## config.mk

```make
export PLATFORM = sky130hd
export DESIGN_NAME = flash_loader
export DESIGN_NICKNAME = d
export VERILOG_FILES = /design/src/rtl/flash_loader_pkg.sv /design/src/rtl/flash_loader_spi_shifter.sv /design/src/rtl/flash_loader.sv
export SDC_FILE = /design/constraint.sdc
export NUM_CORES = 1
export LEC_CHECK = 0
export BUFFER_PORTS_ARGS = -buffer_cell sky130_fd_sc_hd__buf_2
export CAP_MARGIN = 20
export CORE_MARGIN = 2
export CORE_UTILIZATION = 58
export DETAILED_ROUTE_END_ITERATION = 8
export HOLD_SLACK_MARGIN = 0.1
export PLACE_DENSITY = 0.79
export SYNTH_ARGS = -nofsm -noshare
export SYNTH_HDL_FRONTEND = slang
export SYNTH_SLANG_ARGS = --single-unit
```

## constraint.sdc

```tcl
create_clock -name clk -period 2.78 [get_ports clk]
set_input_delay 0.139 -clock clk [delete_from_list [all_inputs] [get_ports clk]]
set_output_delay 0.139 -clock clk [all_outputs]
set_load 0.05 [all_outputs]
```

## src/rtl/flash_loader_pkg.sv

```systemverilog
// Shared types and constants for the SPI-flash boot loader.
package flash_loader_pkg;

  // Loader sequencing states.
  typedef enum logic [2:0] {
    ST_IDLE,
    ST_WAIT,
    ST_CMD,
    ST_ADDR,
    ST_READ,
    ST_WRITE,
    ST_WAIT_RAM,
    ST_FINISH
  } state_e;

  localparam logic [7:0] FlashCmdRead = 8'h03;

  localparam logic [1:0] RamWriteNone = 2'b00;
  localparam logic [1:0] RamWriteWord = 2'b11;
  localparam logic [2:0] RamReadNone  = 3'b000;

  // Address bytes go out most significant first: idx 0 is bits [23:16].
  function automatic logic [7:0] addr_byte(input logic [23:0] addr, input logic [1:0] idx);
    logic [7:0] b;
    case (idx)
      2'd0:    b = addr[23:16];
      2'd1:    b = addr[15:8];
      default: b = addr[7:0];
    endcase
    return b;
  endfunction

endpackage

```

## src/rtl/flash_loader_spi_shifter.sv

```systemverilog
// Mode-0 SPI byte engine. One bit takes two clk cycles: phase A holds
// sclk low with mosi presenting the bit, phase B holds sclk high. miso is
// captured on the clk edge that raises sclk. A load on the cycle that
// finishes a byte chains the next byte with no gap on the wire.
module spi_shifter (
  input  logic       clk,
  input  logic       rst,
  input  logic       load_i,
  input  logic [7:0] tx_byte_i,
  input  logic       run_i,
  input  logic       miso_i,
  output logic       sclk_o,
  output logic       mosi_o,
  output logic       byte_done_o,
  output logic [7:0] rx_byte_o
);

  logic       active_q;
  logic       phase_q;
  logic [2:0] bit_cnt_q;
  logic [7:0] tx_q;
  logic [7:0] rx_q;
  logic       sclk_q;
  logic       mosi_q;

  // Last phase-B cycle of the eighth bit; rx_q already holds all 8 bits.
  assign byte_done_o = active_q && run_i && phase_q && (bit_cnt_q == 3'd7);
  assign sclk_o      = sclk_q;
  assign mosi_o      = mosi_q;
  assign rx_byte_o   = rx_q;

  // Bit engine: load a byte, then alternate phases while run_i is high.
  always_ff @(posedge clk) begin
    if (rst) begin
      active_q  <= 1'b0;
      phase_q   <= 1'b0;
      bit_cnt_q <= 3'd0;
      tx_q      <= 8'h00;
      rx_q      <= 8'h00;
      sclk_q    <= 1'b0;
      mosi_q    <= 1'b0;
    end else if (load_i) begin
      active_q  <= 1'b1;
      phase_q   <= 1'b0;
      bit_cnt_q <= 3'd0;
      tx_q      <= tx_byte_i;
      sclk_q    <= 1'b0;
      mosi_q    <= tx_byte_i[7];
    end else if (active_q && run_i) begin
      if (!phase_q) begin
        sclk_q  <= 1'b1;
        rx_q    <= {rx_q[6:0], miso_i};
        phase_q <= 1'b1;
      end else begin
        sclk_q  <= 1'b0;
        phase_q <= 1'b0;
        if (bit_cnt_q == 3'd7) begin
          active_q <= 1'b0;
          mosi_q   <= 1'b0;
        end else begin
          bit_cnt_q <= bit_cnt_q + 3'd1;
          tx_q      <= {tx_q[6:0], 1'b0};
          mosi_q    <= tx_q[6];
        end
      end
    end
  end

endmodule

```

## src/rtl/flash_loader.sv

```systemverilog
// SPI-flash boot loader: sends READ + 24-bit address, streams bytes in,
// packs them little-endian into 32-bit words and writes each word through
// the ramio write port. The SPI stream stalls (sclk low) while a word is
// being written, so no flash bit is lost.
//
// ramio handshake: a request is raised only after ramio_busy has been seen
// low; ramio_enable is a single-cycle strobe with write_type=Word, and the
// loader then skips one cycle and waits for ramio_busy low before resuming.
module flash_loader
  import flash_loader_pkg::*;
#(
  parameter int unsigned StartupWaitCycles      = 0,
  parameter int unsigned FlashTransferByteCount = 2048,
  parameter logic [23:0] FlashReadAddress       = 24'h000000,
  parameter logic [31:0] RamStartAddress        = 32'h00000000
) (
  input  logic        clk,
  input  logic        rst,
  input  logic        start,
  output logic        busy,
  output logic        done,
  output logic        flash_clk,
  output logic        flash_mosi,
  input  logic        flash_miso,
  output logic        flash_cs_n,
  output logic        ramio_enable,
  output logic [1:0]  ramio_write_type,
  output logic [2:0]  ramio_read_type,
  output logic [31:0] ramio_address,
  output logic [31:0] ramio_data_in,
  input  logic        ramio_busy
);

  localparam int ByteCntW = $clog2(FlashTransferByteCount + 1);
  localparam int WaitCntW = (StartupWaitCycles > 1) ? $clog2(StartupWaitCycles) : 1;

  localparam logic [ByteCntW-1:0] ByteOne   = 1;
  localparam logic [ByteCntW-1:0] ByteLast  = ByteCntW'(FlashTransferByteCount - 1);
  localparam logic [ByteCntW-1:0] ByteTotal = ByteCntW'(FlashTransferByteCount);
  localparam logic [WaitCntW-1:0] WaitOne   = 1;
  localparam logic [WaitCntW-1:0] WaitLast  =
    (StartupWaitCycles > 0) ? WaitCntW'(StartupWaitCycles - 1) : '0;

  state_e              state_q;
  logic                busy_q;
  logic                done_q;
  logic                cs_n_q;
  logic                en_q;
  logic [1:0]          wtype_q;
  logic [31:0]         ram_addr_out_q;
  logic [31:0]         ram_data_out_q;
  logic [31:0]         ram_addr_q;
  logic [31:0]         word_q;
  logic [31:0]         word_d;
  logic [ByteCntW-1:0] byte_cnt_q;
  logic [1:0]          lane_q;
  logic [1:0]          addr_idx_q;
  logic [WaitCntW-1:0] wait_cnt_q;
  logic                skip_q;

  logic       sh_load;
  logic [7:0] sh_tx;
  logic       sh_run;
  logic       sh_done;
  logic [7:0] sh_rx;
  logic       last_byte;
  logic       word_end;
  logic       all_bytes;

  assign sh_run    = (state_q == ST_CMD) || (state_q == ST_ADDR) || (state_q == ST_READ);
  assign last_byte = (byte_cnt_q == ByteLast);
  assign word_end  = (lane_q == 2'd3) || last_byte;
  assign all_bytes = (byte_cnt_q == ByteTotal);

  spi_shifter u_shifter (
    .clk         (clk),
    .rst         (rst),
    .load_i      (sh_load),
    .tx_byte_i   (sh_tx),
    .run_i       (sh_run),
    .miso_i      (flash_miso),
    .sclk_o      (flash_clk),
    .mosi_o      (flash_mosi),
    .byte_done_o (sh_done),
    .rx_byte_o   (sh_rx)
  );

  // Merge the received byte into its little-endian lane of the word.
  always_comb begin
    word_d = word_q;
    word_d[8*lane_q +: 8] = sh_rx;
  end

  // Pick the next byte for the shifter; loading at byte end keeps bits back-to-back.
  always_comb begin
    sh_load = 1'b0;
    sh_tx   = 8'h00;
    case (state_q)
      ST_IDLE: begin
        if (start && (StartupWaitCycles == 0)) begin
          sh_load = 1'b1;
          sh_tx   = FlashCmdRead;
        end
      end
      ST_WAIT: begin
        if (wait_cnt_q == WaitLast) begin
          sh_load = 1'b1;
          sh_tx   = FlashCmdRead;
        end
      end
      ST_CMD: begin
        if (sh_done) begin
          sh_load = 1'b1;
          sh_tx   = addr_byte(FlashReadAddress, 2'd0);
        end
      end
      ST_ADDR: begin
        if (sh_done) begin
          sh_load = 1'b1;
          sh_tx   = (addr_idx_q == 2'd2) ? 8'h00 : addr_byte(FlashReadAddress, addr_idx_q + 2'd1);
        end
      end
      ST_READ: begin
        if (sh_done && !word_end) begin
          sh_load = 1'b1;
        end
      end
      ST_WAIT_RAM: begin
        if (!skip_q && !ramio_busy && !all_bytes) begin
          sh_load = 1'b1;
        end
      end
      default: ;
    endcase
  end

  // Loader sequencer with registered outputs.
  always_ff @(posedge clk) begin
    if (rst) begin
      state_q        <= ST_IDLE;
      busy_q         <= 1'b0;
      done_q         <= 1'b0;
      cs_n_q         <= 1'b1;
      en_q           <= 1'b0;
      wtype_q        <= RamWriteNone;
      ram_addr_out_q <= 32'h0;
      ram_data_out_q <= 32'h0;
      ram_addr_q     <= 32'h0;
      word_q         <= 32'h0;
      byte_cnt_q     <= '0;
      lane_q         <= 2'd0;
      addr_idx_q     <= 2'd0;
      wait_cnt_q     <= '0;
      skip_q         <= 1'b0;
    end else begin
      case (state_q)
        ST_IDLE: begin
          done_q <= 1'b0;
          if (start) begin
            busy_q     <= 1'b1;
            byte_cnt_q <= '0;
            lane_q     <= 2'd0;
            word_q     <= 32'h0;
            ram_addr_q <= RamStartAddress;
            wait_cnt_q <= '0;
            if (StartupWaitCycles == 0) begin
              cs_n_q  <= 1'b0;
              state_q <= ST_CMD;
            end else begin
              state_q <= ST_WAIT;
            end
          end
        end
        ST_WAIT: begin
          if (wait_cnt_q == WaitLast) begin
            cs_n_q  <= 1'b0;
            state_q <= ST_CMD;
          end else begin
            wait_cnt_q <= wait_cnt_q + WaitOne;
          end
        end
        ST_CMD: begin
          if (sh_done) begin
            addr_idx_q <= 2'd0;
            state_q    <= ST_ADDR;
          end
        end
        ST_ADDR: begin
          if (sh_done) begin
            if (addr_idx_q == 2'd2) begin
              state_q <= ST_READ;
            end else begin
              addr_idx_q <= addr_idx_q + 2'd1;
            end
          end
        end
        ST_READ: begin
          if (sh_done) begin
            word_q     <= word_d;
            byte_cnt_q <= byte_cnt_q + ByteOne;
            lane_q     <= lane_q + 2'd1;
            if (word_end) begin
              state_q <= ST_WRITE;
            end
          end
        end
        ST_WRITE: begin
          if (!ramio_busy) begin
            en_q           <= 1'b1;
            wtype_q        <= RamWriteWord;
            ram_addr_out_q <= ram_addr_q;
            ram_data_out_q <= word_q;
            word_q         <= 32'h0;
            ram_addr_q     <= ram_addr_q + 32'd4;
            skip_q         <= 1'b1;
            state_q        <= ST_WAIT_RAM;
          end
        end
        ST_WAIT_RAM: begin
          en_q    <= 1'b0;
          wtype_q <= RamWriteNone;
          if (skip_q) begin
            skip_q <= 1'b0;
          end else if (!ramio_busy) begin
            if (all_bytes) begin
              cs_n_q  <= 1'b1;
              done_q  <= 1'b1;
              busy_q  <= 1'b0;
              state_q <= ST_FINISH;
            end else begin
              state_q <= ST_READ;
            end
          end
        end
        ST_FINISH: begin
          done_q  <= 1'b0;
          state_q <= ST_IDLE;
        end
        default: state_q <= ST_IDLE;
      endcase
    end
  end

  assign busy             = busy_q;
  assign done             = done_q;
  assign flash_cs_n       = cs_n_q;
  assign ramio_enable     = en_q;
  assign ramio_write_type = wtype_q;
  assign ramio_read_type  = RamReadNone;
  assign ramio_address    = ram_addr_out_q;
  assign ramio_data_in    = ram_data_out_q;

endmodule

```

# Word level (Yosys, flattened, before mapping)
# Cells that the tools add are included.
totals:
  elab_cells: 172
  regBits: 175
  out_inout_bits: 75
  inputBits: 5
op_classes:
  reduce_logical: 45
  n_eq_ne: 25
  n_addsub: 7
  n_shift: 2
  n_bitwise: 4
  muxes: 69
ops:
  columns: ["operator", "count"]
  rows:
  - ["32-bit two-way mux", 4]
  - ["32-bit one-hot mux with 3 select lines", 1]
  - ["32-bit one-hot mux with 2 select lines", 1]
  - ["5-bit negator with 34-bit output", 1]
  - ["8-bit by 34-bit variable shift with 32-bit output (first input constant)", 1]
  - ["8-bit by 34-bit variable part select with 32-bit output", 1]
  - ["32-bit by 3-bit adder with 32-bit output (second input constant)", 1]
  - ["32-bit bitwise mux", 1]
  - ["3-bit two-way mux", 10]
  - ["7-bit two-way mux", 4]
  - ["1-bit two-way mux", 25]
  - ["12-bit two-way mux", 2]
  - ["2-bit inequality test (second input constant)", 12]
  - ["12-bit one-hot mux with 2 select lines", 1]
  - ["3-bit one-hot mux with 8 select lines", 1]
  - ["2-bit nonzero test", 10]
  - ["2-bit two-way mux", 9]
  - ["3-bit AND reduction", 6]
  - ["2-bit one-hot mux with 2 select lines", 4]
  - ["3-bit == test (second input constant)", 5]
  - ["12-bit by 1-bit adder with 12-bit output (second input constant)", 1]
  - ["12-bit by 11-bit == test with 1-bit output (second input constant)", 1]
  - ["12-bit == test (second input constant)", 1]
  - ["4-bit AND reduction", 3]
  - ["other kinds (21)", 46]

# Longest topological paths before layout
logic_depth:
  word_depth: 11
  ltp_mapped: 9
  mapped_depth_nobuf: 7

# Modules after synthesis
# A second synthesis with hierarchy kept.
hier_totals:
  cells_unflattened: 854
  area_unflattened_um2: 7176.9
modules_own_cells:
  columns: ["module", "cells_per_inst", "instances", "area_per_inst_um2"]
  rows:
  - ["flash_loader", 760, 1, 6214.7]
  - ["spi_shifter", 94, 1, 962.2]

# Worst setup path before layout
# No wires, ideal clock.
synth_path:
  kind: "reg2reg"
  startpoint: "register u_shifter.phase_q"
  endpoint: "register word_q[26]"
  arrival_time_ps: 2004
  setup_ps: 131
  path_slack_ps: 645
  stages_incl_launch_ff: 6
  t_required_ps: 2649
  n_path_buf: 1
  path_cell_list: "dfxtp_1 > and4b_1 > o21ai_1 > a211oi_1 > clkbuf_1 > o21ai_0"
synth_via:
  elab_chain_cells: 4
synth_rtl:
  columns: ["item", "line", "text"]
  rows:
  - ["from (decl)", "flash_loader_spi_shifter.sv:19", "logic phase_q;"]
  - ["from (signal assigned)", "flash_loader_spi_shifter.sv:36", "phase_q <= 1'b0;"]
  - ["from (signal assigned)", "flash_loader_spi_shifter.sv:44", "phase_q <= 1'b0;"]
  - ["from (signal assigned)", "flash_loader_spi_shifter.sv:53", "phase_q <= 1'b1;"]
  - ["1-bit logical AND (2 in series)", "flash_loader_spi_shifter.sv:27", "assign byte_done_o = active_q && run_i && phase_q && (bit_cnt_q == 3'd7);"]
  - ["2-bit inequality test (no source line)", null, null]
  - ["4-bit AND reduction (no source line)", null, null]
  - ["to (signal assigned)", "flash_loader.sv:199", "word_q <= word_d;"]
  - ["to (decl)", "flash_loader.sv:53", "logic [31:0] word_q;"]
# Every way passes these cells.
# A chain may end at the register's enable or synchronous reset.

# Worst setup path after layout
layout_path:
  startpoint: "register byte_cnt_q[0]"
  endpoint: "register state_q[0]"
layout_via:
  elab_chain_cells: 5
  elab_cells_between_ends: 9
  classes_between: "eq/ne (3); mux (4); reduce/logical (2)"
layout_rtl:
  columns: ["item", "line", "text"]
  rows:
  - ["from (decl)", "flash_loader.sv:55", "logic [ByteCntW-1:0] byte_cnt_q;"]
  - ["from (signal assigned)", "flash_loader.sv:200", "byte_cnt_q <= byte_cnt_q + ByteOne;"]
  - ["12-bit == test", "flash_loader.sv:73", "assign all_bytes = (byte_cnt_q == ByteTotal);"]
  - ["2-bit two-way mux", "flash_loader.sv:225", "if (all_bytes) begin"]
  - ["3-bit two-way mux", "flash_loader.sv:224", "end else if (!ramio_busy) begin"]
  - ["3-bit two-way mux", "flash_loader.sv:222", "if (skip_q) begin"]
  - ["3-bit one-hot mux with 8 select lines", "flash_loader.sv:156", "case (state_q)"]
  - ["to (signal assigned)", "flash_loader.sv:168", "state_q <= ST_CMD;"]
  - ["to (signal assigned)", "flash_loader.sv:229", "state_q <= ST_FINISH;"]
  - ["to (signal assigned)", "flash_loader.sv:231", "state_q <= ST_READ;"]
  - ["to (decl)", "flash_loader.sv:44", "state_e state_q;"]
# Several ways; a longest one is shown, not always the timed one. The select of a mux whose other input is x is not followed.

==> summary.txt <==
Timing
  – Worst-Margin Slew: 0.7091 ns
  – Slew Limit Fails: 0
  – Setup TNS: 0 ns
  – Slew Limit Headroom: 52.73%
  – Tmin final: 2.343 ns
  – WHS: 0.1493 ns
  – RSZ-0062 raised after global routing: no
  – Max Clk Rate: 0.4268 GHz
  – Fin crit share: 84.28%
  – Setup Skew: 0.008992 ns
  – # setup viols final: 0
  – Hold Vio Cnt, Final: 0

Routing
  – Wire per inst: 14.67 um
  – Via-per-instance ratio: 5.705
  – WL final: 15340 um
  – DRT Pass-1 Iters: 9
  – Drt initial violations: 452
  – Vias: 5962
  – DRC Markers: 8
  – Detail Route Antenna Nets: 0

Worst hold path
  – Hold_sp: start
  – Worst Hold Class: in -> reg
  – Hold path cells: 4

Worst setup path
  – CP peak stage delay: 0.58 ns
  – FF-to-FF setup slack: 0.44 ns
  – Critical path capture point type: register
  – Crit path cell chain: ha_1, nand3_1, or4_1, a21o_1, a211oi_1, mux2_2
  – Worst reg2reg path depth: 6
  – Buf+Inv Stages, Crit Path: 0
  – Critical Path RT: 3.09 ns
  – Critical R2R Launch: byte_cnt_q[0]
  – Crit start category: register
  – Reg2reg end: state_q[0]
  – Worst path top cell family by delay: simple AND/OR/NAND/NOR gates
  – CP Class: reg -> reg
  – Crit path DAT: 2.66 ns
  – Slowest CP cell: or4_1
  – Worst Setup EP: state_q[0]
  – WP depth: 6
  – Worst setup path start: byte_cnt_q[0]
  – Critical path fanouts, max: 6

Yosys
  – Top-area cell type share of the netlist area: 48.71%
  – Count leader, synth: nand2_1
  – Number of flops mapped to enable cells by yosys: 0
  – Netlist cell types: 56
  – Synth cell count leaders: nand2_1, dfxtp_1, a21oi_1
  – Register area share after synthesis: 48.71%
  – Mapped Area: 6904 sq um
  – Synth Area per Inst: 8.318 sq um
  – Mapped Cells: 830
  – Synth area leader: dfxtp_1
  – Synthesis warning total: 0
  – Synth area leaders: dfxtp_1, nand2_1, a21oi_1, nor2_1, nand3_1
  – Synthesized flop and latch total: 168
  – Top_reg_cell synth: dfxtp_1
  – Ys async rst share: 0%

Final layout
  – Final Util: 69.59%
  – Final instance area: 8014 sq um
  – ANT cells: 0
  – P&R area growth vs syn: 16.07%
  – Fin nets: 906
  – Share of cells above drive strength 1: 14.86%

Floorplanning
  – Initial Util: 59.95%
  – Core area: 11520 sq um
  – Die Footprint: 12790 sq um
  – IO Pins: 80
  – Die H: 113.1 um
  – Row cnt: 39
  – Die Wd: 113.1 um

Status
  – Failing checks: design-rule violations
  – Outcome: complete, but fails checks

Global route
  – Largest net degree at the start of global routing: 64
  – Vias in the first global route: 5575
  – First-pass GRT wire length: 25880 um
  – Aggregate global-route resource usage: 24.77%
  – Gr ovfl total: 0
  – Initial antenna violation count: 0

CTS
  – CTS buffer count: 17
  – Clock Path Buffers: 2
  – CTS H-tree lvls: 4
  – TritonCTS clock tree: done
  – CTS resizes: 0
  – Clock Sinks: 168
  – Root Driver: clkbuf_16
  – Clk_lat worst skew: 0.43 ns
  – CTS clk-pin slew, worst paths: 0.06 ns

Flow run
  – Max cap viols: 0

Placed design
  – Hpwl dp: 10470 um
  – Cell area after placement: 7366 sq um
  – # port buffers: 74
  – Final Wtd Congestion: 0.8697

Power and ir drop
  – Peak supply drop: 465.4 uV
  – Design Power: 5.756 mW
  – PwrDens: 718.3 nW/um^2
  – LEAKAGE: 3.032 nW
-- kinds of logic (layout without fill, tap and decap cells) --
group | Yosys count | count (layout) | synth area share (%)
AND/OR/NAND/NOR | 375 | 375 | 25.41
buffers and inverters | 67 | 135 | 4.313
flip-flops | 168 | 168 | 48.71
multiplexers | 17 | 17 | 2.483
adder cells (fa/ha/maj) | 10 | 10 | 1.812
AO/OA/AOI/OAI | 163 | 163 | 13.54
other | 1 | 5 | 0.05432
XOR/XNOR | 29 | 29 | 3.679
-- routing by layer --
layer	track usage [%]	vias up	routed length, um
li1	-	2930	-
met3	5.678	20	753
met2	41.56	175	7395
met4	7.724	0	233
met1	31.91	2837	6952
met5	0	-	0
-- worst min-delay path by stage --
stage / endpoint / slack (ns)
2_1_floorplan: u_shifter.rx_byte_o[0] / 0.28
3_3_place_gp: u_shifter.rx_byte_o[0] / 0.38
3_5_place_dp: u_shifter.rx_byte_o[0] / 0.40
4_1_cts: flash_cs_n / 0.12
5_1_grt: flash_cs_n / 0.20
6_report: flash_cs_n / 0.15
-- per-stage QoR --
step / setup WS, ns / cells
2_1_floorplan: 0.6452 / 834
3_3_place_gp: 0.5548 / 1014
3_5_place_dp: 0.4649 / 1014
4_1_cts: 0.4583 / 1045
5_1_grt: 0.2226 / 1045
6_report: 0.4369 / 1045
-- sequential cells by signal, summed over array words and instances, names as in the netlist, 2 cells and up --
register / flops
ramio_address: 30
u_shifter.tx_q: 7
ramio_data_in: 32
ram_addr_q: 30
addr_idx_q: 2
u_shifter.rx_byte_o: 8
word_q: 32
u_shifter.bit_cnt_q: 3
state_q: 3
lane_q: 2
byte_cnt_q: 12
-- final cells by class --
type | instances | area, sq um
clock buffer | 23 | 498.0
clock inverter | 7 | 140.1
fill | 892 | 3502
inverter | 13 | 48.80
multi-input combinational | 599 | 3262
sequential | 168 | 3363
tap | 143 | 178.9
timing repair buffer | 92 | 523.0
-- repair_timing --
item,CTS,global route
setup buffers,0,0
setup endpoints to repair,0,0
hold buffers,1,0
hold endpoints to repair,1,0
-- report_power, final --
group          internal, mW  switching, mW  leakage [nW]  total (mW)
sequential             2.45         0.0565          1.35        2.51
combinational         0.216          0.516          1.37       0.732
clock                  1.61          0.906         0.307        2.52
total                  4.28           1.48          3.03        5.76
-- worst register-to-register path: stages (launching register included) --
cell	delay (ns)
dfxtp_1	0.41
ha_1	0.20
nand3_1	0.17
or4_1	0.58
a21o_1	0.21
a211oi_1	0.29
mux2_2	0.38
-- placed cells by master (no fill, tap or decap), types with 10 or more instances in the layout --
cell / count
xor2_1: 21
nand3_1: 53
nor2_1: 71
buf_2: 73
buf_4: 17
ha_1: 10
nand4_1: 12
clkbuf_16: 17
inv_1: 12
mux2i_1: 16
dfxtp_1: 168
or3_1: 11
nand2_1: 172
a21oi_1: 109
o21ai_0: 17
(Power assumes the default switching activity.)
